File: src/rtl/io_stream_write_array_pkg.sv
// Shared widths, FSM encoding and boolean constants for the array-to-stream
// transmit path and its companion receive path.
package io_stream_write_array_pkg;

    localparam int intN  = 8;
    localparam int addrN = 8;

    localparam logic true  = 1'b1;
    localparam logic false = 1'b0;

    typedef enum logic [1:0] {
        ST_IDLE = 2'd0,
        ST_RUN  = 2'd1,
        ST_DONE = 2'd2
    } state_t;

    localparam logic [1:0] FIFO_DEPTH = 2'd2;

endpackage

File: src/rtl/io_stream_write_array_fifo.sv
// Two-entry registered FIFO; the head register drives the consumer directly so
// downstream data never depends combinationally on the producer.
module stream_fifo2
    import io_stream_write_array_pkg::*;
#(
    parameter int W = intN
) (
    input  logic         clk,
    input  logic         rst,
    input  logic         push_i,
    input  logic         pop_i,
    input  logic [W-1:0] data_i,
    output logic [W-1:0] head_o,
    output logic         head_valid_o,
    output logic [1:0]   count_o
);

    logic [W-1:0] head_q, head_d;
    logic [W-1:0] tail_q, tail_d;
    logic [1:0]   count_q, count_d;
    logic         do_pop;
    logic         do_push;

    assign do_pop  = pop_i && (count_q != 2'd0);
    // A full FIFO still accepts a push when the head leaves in the same cycle.
    assign do_push = push_i && ((count_q != FIFO_DEPTH) || do_pop);

    always_comb begin
        head_d  = head_q;
        tail_d  = tail_q;
        count_d = count_q;
        case ({do_push, do_pop})
            2'b10: begin
                if (count_q == 2'd0) begin
                    head_d = data_i;
                end else begin
                    tail_d = data_i;
                end
                count_d = count_q + 2'd1;
            end
            2'b01: begin
                head_d  = tail_q;
                count_d = count_q - 2'd1;
            end
            2'b11: begin
                if (count_q == 2'd1) begin
                    head_d = data_i;
                end else begin
                    head_d = tail_q;
                    tail_d = data_i;
                end
            end
            default: begin
            end
        endcase
    end

    always_ff @(posedge clk or posedge rst) begin
        if (rst) begin
            head_q  <= '0;
            tail_q  <= '0;
            count_q <= 2'd0;
        end else begin
            head_q  <= head_d;
            tail_q  <= tail_d;
            count_q <= count_d;
        end
    end

    assign head_o       = head_q;
    assign head_valid_o = (count_q != 2'd0);
    assign count_o      = count_q;

endmodule

File: src/rtl/io_stream_write_array.sv
// Reads words 0..len-1 from an array port and streams them out in order,
// buffering through a 2-entry FIFO so array reads and consumer stalls decouple.
module io_stream_write_array
    import io_stream_write_array_pkg::*;
#(
    parameter int INT_N  = intN,
    parameter int ADDR_N = addrN
) (
    input  logic              clk,
    input  logic              rst,
    input  logic              in_valid,
    output logic              in_ready,
    output logic              out_valid,
    input  logic              out_ready,
    input  logic [ADDR_N-1:0] len,
    output logic [ADDR_N-1:0] arr_addr,
    output logic              arr_we,
    output logic [INT_N-1:0]  arr_di,
    output logic              arr_valid,
    input  logic              arr_ready,
    input  logic [INT_N-1:0]  arr_do,
    output logic [INT_N-1:0]  sOut,
    output logic              sOut_valid,
    input  logic              sOut_ready
);

    state_t            state_q, state_d;
    logic [ADDR_N-1:0] rd_idx_q, rd_idx_d;
    logic [ADDR_N-1:0] rd_cnt_q, rd_cnt_d;
    logic [ADDR_N-1:0] remaining_q, remaining_d;

    logic [1:0]        fifo_count;
    logic              fifo_valid;
    logic [INT_N-1:0]  fifo_head;
    logic              st_fire;
    logic              rd_req;
    logic              rd_fire;

    assign st_fire = fifo_valid && sOut_ready;
    assign rd_req  = (state_q == ST_RUN) && (rd_cnt_q != '0)
                     && ((fifo_count != FIFO_DEPTH) || st_fire);
    assign rd_fire = rd_req && arr_ready;

    stream_fifo2 #(
        .W(INT_N)
    ) u_fifo (
        .clk         (clk),
        .rst         (rst),
        .push_i      (rd_fire),
        .pop_i       (st_fire),
        .data_i      (arr_do),
        .head_o      (fifo_head),
        .head_valid_o(fifo_valid),
        .count_o     (fifo_count)
    );

    always_comb begin
        state_d     = state_q;
        rd_idx_d    = rd_idx_q;
        rd_cnt_d    = rd_cnt_q;
        remaining_d = remaining_q;
        case (state_q)
            ST_IDLE: begin
                if (in_valid) begin
                    rd_idx_d    = '0;
                    rd_cnt_d    = len;
                    remaining_d = len;
                    state_d     = (len == '0) ? ST_DONE : ST_RUN;
                end
            end
            ST_RUN: begin
                if (rd_fire) begin
                    rd_idx_d = rd_idx_q + ADDR_N'(1);
                    rd_cnt_d = rd_cnt_q - ADDR_N'(1);
                end
                // Completion tracks delivered words, not issued reads.
                if (st_fire) begin
                    remaining_d = remaining_q - ADDR_N'(1);
                    if (remaining_q == ADDR_N'(1)) begin
                        state_d = ST_DONE;
                    end
                end
            end
            ST_DONE: begin
                if (out_ready) begin
                    state_d = ST_IDLE;
                end
            end
            default: begin
                state_d = ST_IDLE;
            end
        endcase
    end

    always_ff @(posedge clk or posedge rst) begin
        if (rst) begin
            state_q     <= ST_IDLE;
            rd_idx_q    <= '0;
            rd_cnt_q    <= '0;
            remaining_q <= '0;
        end else begin
            state_q     <= state_d;
            rd_idx_q    <= rd_idx_d;
            rd_cnt_q    <= rd_cnt_d;
            remaining_q <= remaining_d;
        end
    end

    assign in_ready   = (state_q == ST_IDLE);
    assign out_valid  = (state_q == ST_DONE);
    assign arr_addr   = rd_idx_q;
    assign arr_valid  = rd_req;
    assign arr_we     = false;
    assign arr_di     = '0;
    assign sOut       = fifo_head;
    assign sOut_valid = fifo_valid;

endmodule

File: config.mk
export PLATFORM = sky130hd
export DESIGN_NAME = io_stream_write_array
export DESIGN_NICKNAME = d
export VERILOG_FILES = /design/src/rtl/io_stream_write_array_pkg.sv /design/src/rtl/io_stream_write_array_fifo.sv /design/src/rtl/io_stream_write_array.sv
export SDC_FILE = /design/constraint.sdc
export NUM_CORES = 1
export LEC_CHECK = 0
export CORE_MARGIN = 3
export CORE_UTILIZATION = 56
export DETAILED_ROUTE_END_ITERATION = 7
export GPL_ROUTABILITY_DRIVEN = 0
export GPL_TIMING_DRIVEN = 0
export PLACE_DENSITY = 0.85
export SLEW_MARGIN = 25
export SYNTH_ARGS = -nofsm -noshare
export SYNTH_HDL_FRONTEND = slang
export SYNTH_SLANG_ARGS = --single-unit
File: constraint.sdc
create_clock -name clk -period 7.5 [get_ports clk]
set_clock_uncertainty 0.15 [all_clocks]
set_input_delay 2.25 -clock clk [delete_from_list [all_inputs] [get_ports clk]]
set_output_delay 2.25 -clock clk [all_outputs]
set_load 0.005 [all_outputs]
* Yosys cells after proc, flatten, opt, wreduce, memory -nomap -nowiden
Index checks and enable logic that the tools add are counted.
** Cells by class
- $add $sub $neg :: 5
- Equal/unequal tests :: 16
- Mux-type cells :: 21
- Reductions and logical operators :: 22
** Operators by type and width (count)
- 8-bit two-way mux :: 9
- 8-bit one-hot mux with 2 select lines :: 4
- 8-bit one-hot mux with 3 select lines :: 1
- 8-bit by 1-bit subtractor with 8-bit output (second input constant) :: 2
- 2-bit two-way mux :: 5
- 2-bit != test (second input constant) :: 5
- 3-bit AND reduction :: 3
- 8-bit by 1-bit adder with 8-bit output (second input constant) :: 1
- 8-bit by 1-bit equality test with 1-bit output (second input constant) :: 1
- 8-bit logical NOT :: 1
- 2-bit by 1-bit != test with 1-bit output (second input constant) :: 4
- 2-bit nonzero test :: 4
- 8-bit nonzero test :: 1
- 2-bit by 1-bit equality test with 1-bit output (second input constant) :: 3
- 2-bit equality test (second input constant) :: 3
- 1-bit logical AND :: 6
- 2-bit one-hot mux with 3 select lines :: 1
- 2-bit logical NOT :: 2
- 2-bit one-hot mux with 2 select lines :: 1
- 4-bit AND reduction :: 1
- 3-bit nonzero test :: 1
- 2-bit by 1-bit adder with 2-bit output (second input constant) :: 1
- 1-bit logical OR :: 2
- 2-bit AND reduction :: 1
- 2-bit by 1-bit subtractor with 2-bit output (second input constant) :: 1
** Storage, ports and cells
- Register bits :: 44
- Input bits :: 22
- Output and inout bits :: 29
- Word-level logic and storage cells :: 71

* Logic depth before layout (Yosys ltp)
Gate-level depths: netlist of the first run.
- Depth in word-level cells :: 9
- Mapped depth :: 15
- Depth with buffers taken out :: 13

* Modules after synthesis
From an unflattened synthesis of the first run, not the netlist that was laid out.
** Unflattened totals
- Cells, all modules :: 279
- Area, all modules :: 2708.8 sq um
** Modules (own cells, without submodules)
- io_stream_write_array :: times used 1, cells each 193, area an instance 1793.0 sq um, seq. area each 650.6 sq um
- stream_fifo2 :: times used 1, cells each 86, area an instance 915.9 sq um, seq. area each 450.4 sq um

* Worst setup path after synthesis of the first run
No wires, ideal clock.
- Path type :: input port to output port
- From :: in sOut_ready
- To :: out arr_valid
- Arrival time :: 3014 ps
- Required time :: 5100 ps
- Slack :: 2086 ps
- Cell stages on the path :: 5
- Path buffers :: 1
- Cell sequence :: nor2b_2 > buf_6 > inv_4 > a221o_4 > inv_4
** On the way
- Word-level cells in the longest chain between the ends :: 3
** Ends and longest elaborated chain
- start: declaration :: line io_stream_write_array.sv:24 : input logic sOut_ready
- 1-bit logical AND :: line io_stream_write_array.sv:39 : assign st_fire = fifo_valid && sOut_ready;
- 1-bit logical OR :: line io_stream_write_array.sv:41 : && ((fifo_count != FIFO_DEPTH) || st_fire);
- 1-bit logical AND :: line io_stream_write_array.sv:41
- end: declaration :: line io_stream_write_array.sv:19 : output logic arr_valid,
Every way passes these cells.

* Final worst setup path of the first run
Ends and elaborated chain as after synthesis.

==> results.json, run 1 <==
{
  "syn_inst": 256,
  "cpPeakStageDelay_ns": 0.51,
  "switching_share_pct": 38.83,
  "dp_slack_ns": 1.011,
  "crit_required_ns": 5.10,
  "core_um2": 4444,
  "start_util_pct": 59.29,
  "status": "completed",
  "nets": 345,
  "crit_chain": "clkdlybuf4s50_1, nor2b_2, buf_6, inv_4, a221o_4, inv_4, clkdlybuf4s50_1",
  "rows": 24,
  "crit_family": "buffers and inverters",
  "drv_slew": 0,
  "post_cts_buffers": 0,
  "wl_met2_um": 3078,
  "ys_seq_area_share_pct": 41.79,
  "cts-resized-gates": 0,
  "peakVddDrop_mv": 0.2056,
  "cts_buffers": 5,
  "drc": 0,
  "detail_route.wl_per_cell_um": 17.01,
  "p_leak_nw": 1.436,
  "hold_viol": 0,
  "fin_setup_tns_ns": 0,
  "diodes": 0,
  "wl_met3_um": 430,
  "htreeDepth": 2,
  "cp-end-kind": "output pin",
  "fp.dieW_um": 74.60,
  "synth_compound_area_share_pct": 19.18,
  "clock-root-buffer": "clkbuf_8",
  "ys.flop_type": "dfrtp_1",
  "ant_nets": 0,
  "synth_enable_flop_cells": 0,
  "period_minus_slack_ns": 6.499,
  "finalPower_w": 0.001302,
  "wl_met1_um": 2626,
  "p_per_area_nw_per_um2": 396.1,
  "hpwl_um": 4555,
  "synthMuxAreaShare_pct": 9.687,
  "synth_most_common_cell": "dfrtp_1",
  "synth_area_leaders": "dfrtp_1 (42%), mux2_2 (8.5%), ha_1 (4.7%), nand2_1 (3.6%), a22o_1 (2.7%)",
  "yosys.area_share.xor_xnor_pct": 0.9972,
  "yosys.area.top_type": "dfrtp_1",
  "ioPinCount": 51,
  "grt_antenna_before_repair": 0,
  "crit_path_max_fanout": 7,
  "clk_pin_slew_ns": 0.08,
  "synth_fa_ha_area_share_pct": 4.748,
  "comb_power_share_pct": 50.5,
  "cts_hold_buf": 0,
  "clock_latency_ns": 0.30,
  "synth_commonest_cells": "dfrtp_1 (44), nand2_1 (25), mux2_2 (20)",
  "grt_max_degree": 25,
  "critPathKind": "in2out",
  "routed_wl_um": 6224,
  "grt_pass1_wl_um": 10330,
  "ys_seq_elements": 44,
  "final_util_pct": 73.96,
  "cts_buffer_depth": 2,
  "synth_top_area_share_pct": 41.79,
  "drv_cap": 0,
  "synthArstFlopShare_pct": 100.0,
  "gr-total-overflow": 0,
  "crit_path_start_kind": "primary input",
  "fin_crit_sh_pct": 86.65,
  "drtIter0Drc": 197,
  "first_pass_iters": 4,
  "clock.fmax_mhz": 153.9,
  "track_usage_pct": 24.23,
  "first_global_vias": 2194,
  "p_seq_share_pct": 34.1,
  "synth_simple_gate_area_share_pct": 16.48,
  "setup_violations": 0,
  "vias": 2217,
  "timing.critical_path.slowest_stage_cell": "clkdlybuf4s50_1",
  "cp_data_arrival_time_ns": 4.10,
  "synth_top_family_by_area": "compound AO/OA/AOI/OAI gates",
  "via_per_inst": 6.057,
  "fin_area_um2": 3287,
  "clock-sinks": 44,
  "hold_path_class": "reg2reg",
  "syn_avg_cell_area_um2": 10.29,
  "cts_tree": "done",
  "critical_path_buf_inv_count": 5,
  "yosysWarnings": 0,
  "maxSlewHeadroom_pct": 51.24,
  "worstMarginPinSlew_ns": 0.7314,
  "syn2layout_area_growth_pct": 24.74,
  "power_frac_clock_pct": 15.4,
  "p_sw_w": 0.0005055,
  "die_area_um2": 5564,
  "worst_slack_ns": 1.001,
  "p_int_w": 0.0007964,
  "dpl-instance-area_um2": 3161,
  "top_layer": "met4",
  "drive_gt1_share_pct": 17.52,
  "io_buffers": 41,
  "syn_area_um2": 2635,
  "synthDistinctLibCells": 54,
  "rsz0062_at_grt": "false",
  "chipHeight_um": 74.60
}
-- flip-flops by register name (all words and copies together), names as in the netlist --
name            cells
arr_addr            8
rd_cnt_q            8
remaining_q         8
u_fifo.head_o       8
u_fifo.tail_q       8
state_q             2
u_fifo.count_o      2
-- power groups by stage --
stage	logic, W	registers [W]	clock network, W
2_1_floorplan	0.000455	0.000424	0
3_3_place_gp	0.000630	0.000437	0
3_5_place_dp	0.000655	0.000444	0
4_1_cts	0.000659	0.000442	0.000203
5_1_grt	0.000723	0.000459	0.000211
6_report	0.000657	0.000444	0.000200
-- cells in the final DEF (no fill, tap or decap), drive strengths merged, types with 3 or more instances in the layout --
cell and instances:
dfrtp 44, clkdlybuf4s50 41, nand2 25, mux2 20, buf 15, inv 13
a21oi 12, clkbuf 12, nor2 10, o21ai 10, ha 10, conb 9
a22o 8, nand3 6, nand2b 6, nor4 5, o221ai 5, nor2b 5
a221o 5, o311ai 4, o211ai 4, nor3 3, mux2i 3, a21boi 3
nor4b 3
-- cells by family (layout without fill, tap and decap cells) --
kind of cell	after synthesis	after routing
compound gates	65	65
xor+xnor	3	3
fa+ha+maj	10	10
buf+inv	32	82
flops	44	44
mux	23	23
other cells	1	9
simple gates	78	78
-- stage by stage --
stage,instances,hold slack (ns)
after global placement,357,0.3368
after global routing,366,0.3741
after CTS,366,0.3635
final,366,0.3569
after floorplan,264,0.3233
after detailed placement,358,0.3446
-- metal layers --
| layer | up-vias | GRT usage [%] |
|---|---|---|
| li1 | 1045 | - |
| met1 | 1077 | 32.73 |
| met2 | 86 | 39.80 |
| met3 | 9 | 4.865 |
| met4 | 0 | 6.719 |
| met5 | - | 0 |
-- worst reg2reg max path: cells and delay by family, from the launching register on --
kind	cells	cell delay, ns
and+or+nand+nor	2	0.29
muxes	1	0.40
AOI/OAI and AO/OA	2	0.54
DFF	1	0.41
adders and majority gates	2	0.53
buffers and inverters	7	1.13
-- layout make-up --
class                           count  area (um^2)
Inverter                           13        53.80
Sequential cell                    44         1101
Multi-Input combinational cell    188         1380
Fill cell                         338         1157
Buffer                             19        130.1
Tap cell                           52        65.06
Clock buffer                        7        96.34
Clock inverter                      1        30.03
Timing Repair Buffer               42        430.4
-- path summary, 6_finish.rpt --
path / startpoint / to / slack [ns] / depth (start not counted)
worst min-delay path: u_fifo.head_o[4] / u_fifo.head_o[4] / 0.36 / 1
worst max register to register: u_fifo.count_o[0] / u_fifo.tail_q[0] / 3.96 / 14
worst max-delay path: sOut_ready / arr_valid / 1.00 / 7
min in group asynchronous: rst / u_fifo.head_o[7] / 2.12 / 2
max in group asynchronous: rst / arr_addr[4] / 4.58 / 3
worst min register to register: u_fifo.head_o[4] / u_fifo.head_o[4] / 0.36 / 1
Note: power is estimated with default switching activity, not from simulation.
==> run 2, diff against run 1 <==
Settings changed: CORE_MARGIN 3 to 4, PLACE_DENSITY 0.85 to 0.91.
==> run 2 against run 1 <==
Global-route usage shrank 2.1 points; sequential share of layout area grew 0.37 points; wire length shrank 0.87%; critical path depth is the same; cell area shrank 1.1%.
==> results.json, run 2 (synthesized netlist as in run 1, its figures left out) <==
{
  "via_per_inst": 6.011,
  "vias": 2200,
  "reg2reg_from": "u_fifo.count_o[0]",
  "timing.rr.end": "u_fifo.tail_q[7]",
  "diodes": 0,
  "detail_route.wl_per_cell_um": 16.86,
  "gr-total-overflow": 0,
  "cts-resized-gates": 0,
  "critPathKind": "in2out",
  "reg2reg_depth": 14,
  "maxSlewHeadroom_pct": 49.30,
  "track_usage_pct": 22.13,
  "status": "completed",
  "post_cts_buffers": 0,
  "drtIter0Drc": 178,
  "clock-sinks": 44,
  "grt_antenna_before_repair": 0,
  "rrSetupSlack_ns": 4.00,
  "switching_share_pct": 40.11,
  "grt_max_degree": 25,
  "drv_cap": 0,
  "grt_pass1_wl_um": 10410,
  "cp_data_arrival_time_ns": 4.09,
  "die_area_um2": 5867,
  "endpoint": "arr_valid",
  "multi_input_area_um2": 1380,
  "fin_crit_sh_pct": 86.55,
  "cp-end-kind": "output pin",
  "cts_tree": "done",
  "fin_setup_tns_ns": 0,
  "p_leak_nw": 1.417,
  "crit_path_start_kind": "primary input",
  "clk_pin_slew_ns": 0.08,
  "p_int_w": 0.0007543,
  "stdcell_count": 366,
  "syn2layout_area_growth_pct": 23.36,
  "fillers": 320,
  "drc": 0,
  "first_global_vias": 2147,
  "routed_wl_um": 6170,
  "final_common_cell": "dfrtp_1",
  "placed_cells": 358,
  "start_util_pct": 59.29,
  "cts_buffers": 5,
  "cts_buffer_depth": 2,
  "core_um2": 4444,
  "drive_gt1_share_pct": 16.88,
  "hold_path_class": "reg2reg",
  "peakVddDrop_mv": 0.2183,
  "io_buffers": 41,
  "p_sw_w": 0.0005051,
  "p_per_area_nw_per_um2": 387.4,
  "clock_latency_ns": 0.30,
  "hpwl_um": 4456,
  "fp.dieW_um": 76.60,
  "cts_hold_buf": 0,
  "htreeDepth": 2,
  "ioPinCount": 51,
  "nets": 345,
  "period_minus_slack_ns": 6.491,
  "finalPower_w": 0.001259,
  "first_pass_iters": 5,
  "rows": 24,
  "layout_common_cells": "dfrtp_1 (44), clkdlybuf4s50_1 (41), nand2_1 (25)",
  "power_frac_clock_pct": 12.4,
  "seq_area_um2": 1101,
  "drv_slew": 0,
  "worstMarginPinSlew_ns": 0.7606,
  "comb_power_share_pct": 52.3,
  "rsz0062_at_grt": "false",
  "setup_violations": 0,
  "chipHeight_um": 76.60,
  "clock-root-buffer": "clkbuf_8",
  "p_seq_share_pct": 35.3,
  "crit_required_ns": 5.10,
  "startpoint": "sOut_ready",
  "ant_nets": 0,
  "hold_viol": 0,
  "crit_path_max_fanout": 7,
  "clock.fmax_mhz": 154.0
}
-- run 2: cell type report --
| type | instances | share of cell area [%] |
|---|---|---|
| plain buffers | 19 | 4.003 |
| multi-input cells | 188 | 42.46 |
| repair buffers | 42 | 13.24 |
| well taps | 52 | 2.002 |
| inverters | 13 | 1.655 |
| flip-flops and latches | 44 | 33.87 |
| clock buffers | 8 | 2.771 |
-- run 2: metrics by stage --
stage / setup WS [ns] / instance area [um^2] / util (%) / hold slack, ns
global placement: 1.026 / 3141 / 70.66 / 0.3371
floorplan: 2.086 / 2665 / - / 0.3233
global route: 0.9578 / 3251 / 73.14 / 0.3757
CTS: 1.005 / 3251 / 73.14 / 0.3638
finish: 1.009 / 3251 / 73.14 / 0.3579
detailed placement: 1.018 / 3161 / 71.11 / 0.3462
-- run 2: worst min path at each step --
stage | end | cells after the start | start | slack [ns]
2_1_floorplan | u_fifo.count_o[0] | 1 | u_fifo.count_o[0] | 0.32
3_3_place_gp | u_fifo.head_o[4] | 1 | u_fifo.head_o[4] | 0.34
3_5_place_dp | u_fifo.tail_q[6] | 1 | u_fifo.tail_q[6] | 0.35
4_1_cts | u_fifo.tail_q[6] | 1 | u_fifo.tail_q[6] | 0.36
5_1_grt | u_fifo.head_o[4] | 1 | u_fifo.head_o[4] | 0.38
6_report | u_fifo.head_o[4] | 1 | u_fifo.head_o[4] | 0.36
-- run 2: critical path: stages --
cell and delay (ns):
clkdlybuf4s50_1 0.47, nor2b_2 0.15, buf_6 0.14, inv_4 0.04, a221o_4 0.40, inv_4 0.11, clkdlybuf4s50_1 0.52
-- run 2: layer usage --
| layer | track usage (%) | vias to the layer above | routed length, um |
|---|---|---|---|
| met2 | 34.71 | 90 | 2934 |
| met4 | 9.239 | 0 | 116 |
| met3 | 5.910 | 11 | 392 |
| met5 | 0 | - | 0 |
| met1 | 28.85 | 1053 | 2727 |
| li1 | - | 1046 | - |
-- run 2: power by group through the flow --
stage / combinational [W] / sequential, W / clock, W
finish: 0.000659 / 0.000445 / 0.000156
global route: 0.000726 / 0.000459 / 0.000168
CTS: 0.000660 / 0.000442 / 0.000157
detailed placement: 0.000654 / 0.000446 / 0
global placement: 0.000625 / 0.000437 / 0
floorplan: 0.000455 / 0.000424 / 0
==> run 3, diff against run 2 <==
Settings changed: CORE_MARGIN 4 to 2, GPL_TIMING_DRIVEN 0 to 1.
==> run 3 against run 2 <==
Flip-flop and latch count unchanged; sequential power up 3%; maximum frequency fell by 1.8%; worst hold slack barely moved; final cell count down 5.2%; die area shrank 10%; non-clock buffer count is 19 lower; cell area decreased by 3.7%; total power is 1.2% lower; first-iteration DRC count unchanged; combinational power down 8.3%; global-route usage is 1.4 points higher; critical path type unchanged.
==> results.json, run 3 (synthesized netlist as in run 1, its figures left out) <==
{
  "dpl-instance-area_um2": 3018,
  "p_leak_nw": 1.341,
  "io_buffers": 41,
  "hold_viol": 0,
  "clock.fmax_mhz": 151.2,
  "track_usage_pct": 23.53,
  "gr-total-overflow": 0,
  "reg2reg_from": "u_fifo.count_o[0]",
  "cp-end-kind": "output pin",
  "period_minus_slack_ns": 6.614,
  "rows": 24,
  "timing.critical_path.slowest_stage_cell": "clkdlybuf4s50_1",
  "first_pass_iters": 4,
  "syn2layout_area_growth_pct": 18.76,
  "vias": 2170,
  "hold_path_class": "reg2reg",
  "core_um2": 4444,
  "worst_slack_ns": 0.8862,
  "grt_max_degree": 45,
  "cp_data_arrival_time_ns": 4.21,
  "hold_depth": 1,
  "via_per_inst": 6.254,
  "drv_cap": 0,
  "reg2reg_depth": 13,
  "drc": 0,
  "grt_pass1_wl_um": 9611,
  "setup_violations": 0,
  "fin_crit_sh_pct": 88.18,
  "nets": 326,
  "detail_route.wl_per_cell_um": 17.18,
  "cts_buffers": 5,
  "die_area_um2": 5270,
  "crit_path_start_kind": "primary input",
  "peakVddDrop_mv": 0.1944,
  "start_util_pct": 59.29,
  "clock-root-buffer": "clkbuf_8",
  "chipHeight_um": 72.60,
  "p_per_area_nw_per_um2": 397.7,
  "layout_common_cells": "dfrtp_1 (44), clkdlybuf4s50_1 (41), nand2_1 (25)",
  "crit_path_max_fanout": 7,
  "crit_required_ns": 5.10,
  "grt_antenna_before_repair": 0,
  "drtIter0Drc": 178,
  "cts-resized-gates": 0,
  "ant_nets": 0,
  "fp.dieW_um": 72.60,
  "cpPeakStageDelay_ns": 0.50,
  "first_global_vias": 2035,
  "htreeDepth": 2,
  "cts_hold_buf": 0,
  "rsz0062_at_grt": "false",
  "rrSetupSlack_ns": 3.99,
  "diodes": 0,
  "critPathKind": "in2out",
  "drv_slew": 0,
  "clock-sinks": 44,
  "ioPinCount": 51,
  "hold_start": "u_fifo.head_o[3]",
  "hpwl_um": 4153,
  "final_common_cell": "dfrtp_1",
  "status": "completed",
  "clk_pin_slew_ns": 0.08,
  "critical_path_buf_inv_count": 4,
  "crit_family": "buffers and inverters",
  "timing.rr.end": "u_fifo.head_o[2]",
  "routed_wl_um": 5960,
  "fin_setup_tns_ns": 0,
  "cts_tree": "done",
  "crit_chain": "clkdlybuf4s50_1, nor2b_2, inv_4, a221o_4, inv_4, clkdlybuf4s50_1",
  "dp_slack_ns": 0.9109,
  "clock_latency_ns": 0.30,
  "worstMarginPinSlew_ns": 0.7839,
  "cts_buffer_depth": 2,
  "post_cts_buffers": 0,
  "fin_area_um2": 3129,
  "whs_endpoint": "u_fifo.head_o[3]",
  "drive_gt1_share_pct": 13.56,
  "maxSlewHeadroom_pct": 47.63
}
## run 3: cell types whose count changed in the layout (fill, tap and decap cells not counted)
cell	before	now
buf_12	1	0
inv_1	10	11
clkinvlp_4	0	1
buf_4	9	1
clkinv_2	0	1
buf_6	3	0
bufinv_16	0	1
inv_2	1	0
clkbuf_1	7	0
buf_2	2	0
clkbuf_8	6	5
## run 3: metrics by stage
| step | cells | total power (W) | hold slack (ns) | utilization (%) |
|---|---|---|---|---|
| finish | 347 | 0.001245 | 0.3578 | 70.41 |
| CTS | 347 | 0.001240 | 0.3642 | 70.41 |
| floorplan | 264 | 0.0008789 | 0.3233 | - |
| global placement | 339 | 0.001026 | 0.3387 | 67.91 |
| global route | 347 | 0.001331 | 0.3799 | 70.41 |
| detailed placement | 339 | 0.001055 | 0.3453 | 67.91 |
## run 3: worst max path at each step
stage / startpoint / endpoint / slack [ns] / cells past startpoint
after floorplan: sOut_ready / arr_valid / 2.09 / 5
after global placement: sOut_ready / arr_valid / 0.93 / 6
after detailed placement: sOut_ready / arr_valid / 0.91 / 6
after CTS: sOut_ready / arr_valid / 0.89 / 6
after global routing: sOut_ready / arr_valid / 0.80 / 6
final: sOut_ready / arr_valid / 0.89 / 6
## run 3: area by class of cell
type / instances / area (um^2)
multi-input cells: 188 / 1380
well taps: 52 / 65.06
fillers: 335 / 1315
clock buffers: 5 / 68.82
repair buffers: 42 / 417.9
clock inverters: 3 / 42.54
flip-flops and latches: 44 / 1101
inverters: 13 / 53.80
## run 3: worst register-to-register path: cells and delay by family, from the launching register on
family / cells / cell delay (ns)
flops: 1 / 0.39
compound gates: 3 / 0.94
mux: 1 / 0.16
fa+ha+maj: 2 / 0.57
simple gates: 3 / 0.64
buf+inv: 4 / 0.61
## run 3: per-layer routing
metal	wire (um)	global-route usage (%)	vias to the layer above
met5	0	0	-
met4	146	11.11	0
met3	354	4.972	15
met2	2869	38.08	82
met1	2588	30.21	1067
li1	-	-	1006
## run 3: power breakdown
group	internal, W	total [W]	switching (W)	leakage (nW)
clock network	0.0000986	0.000183	0.0000845	0.0541
logic	0.000305	0.000604	0.000299	0.749
registers	0.000345	0.000457	0.000112	0.538
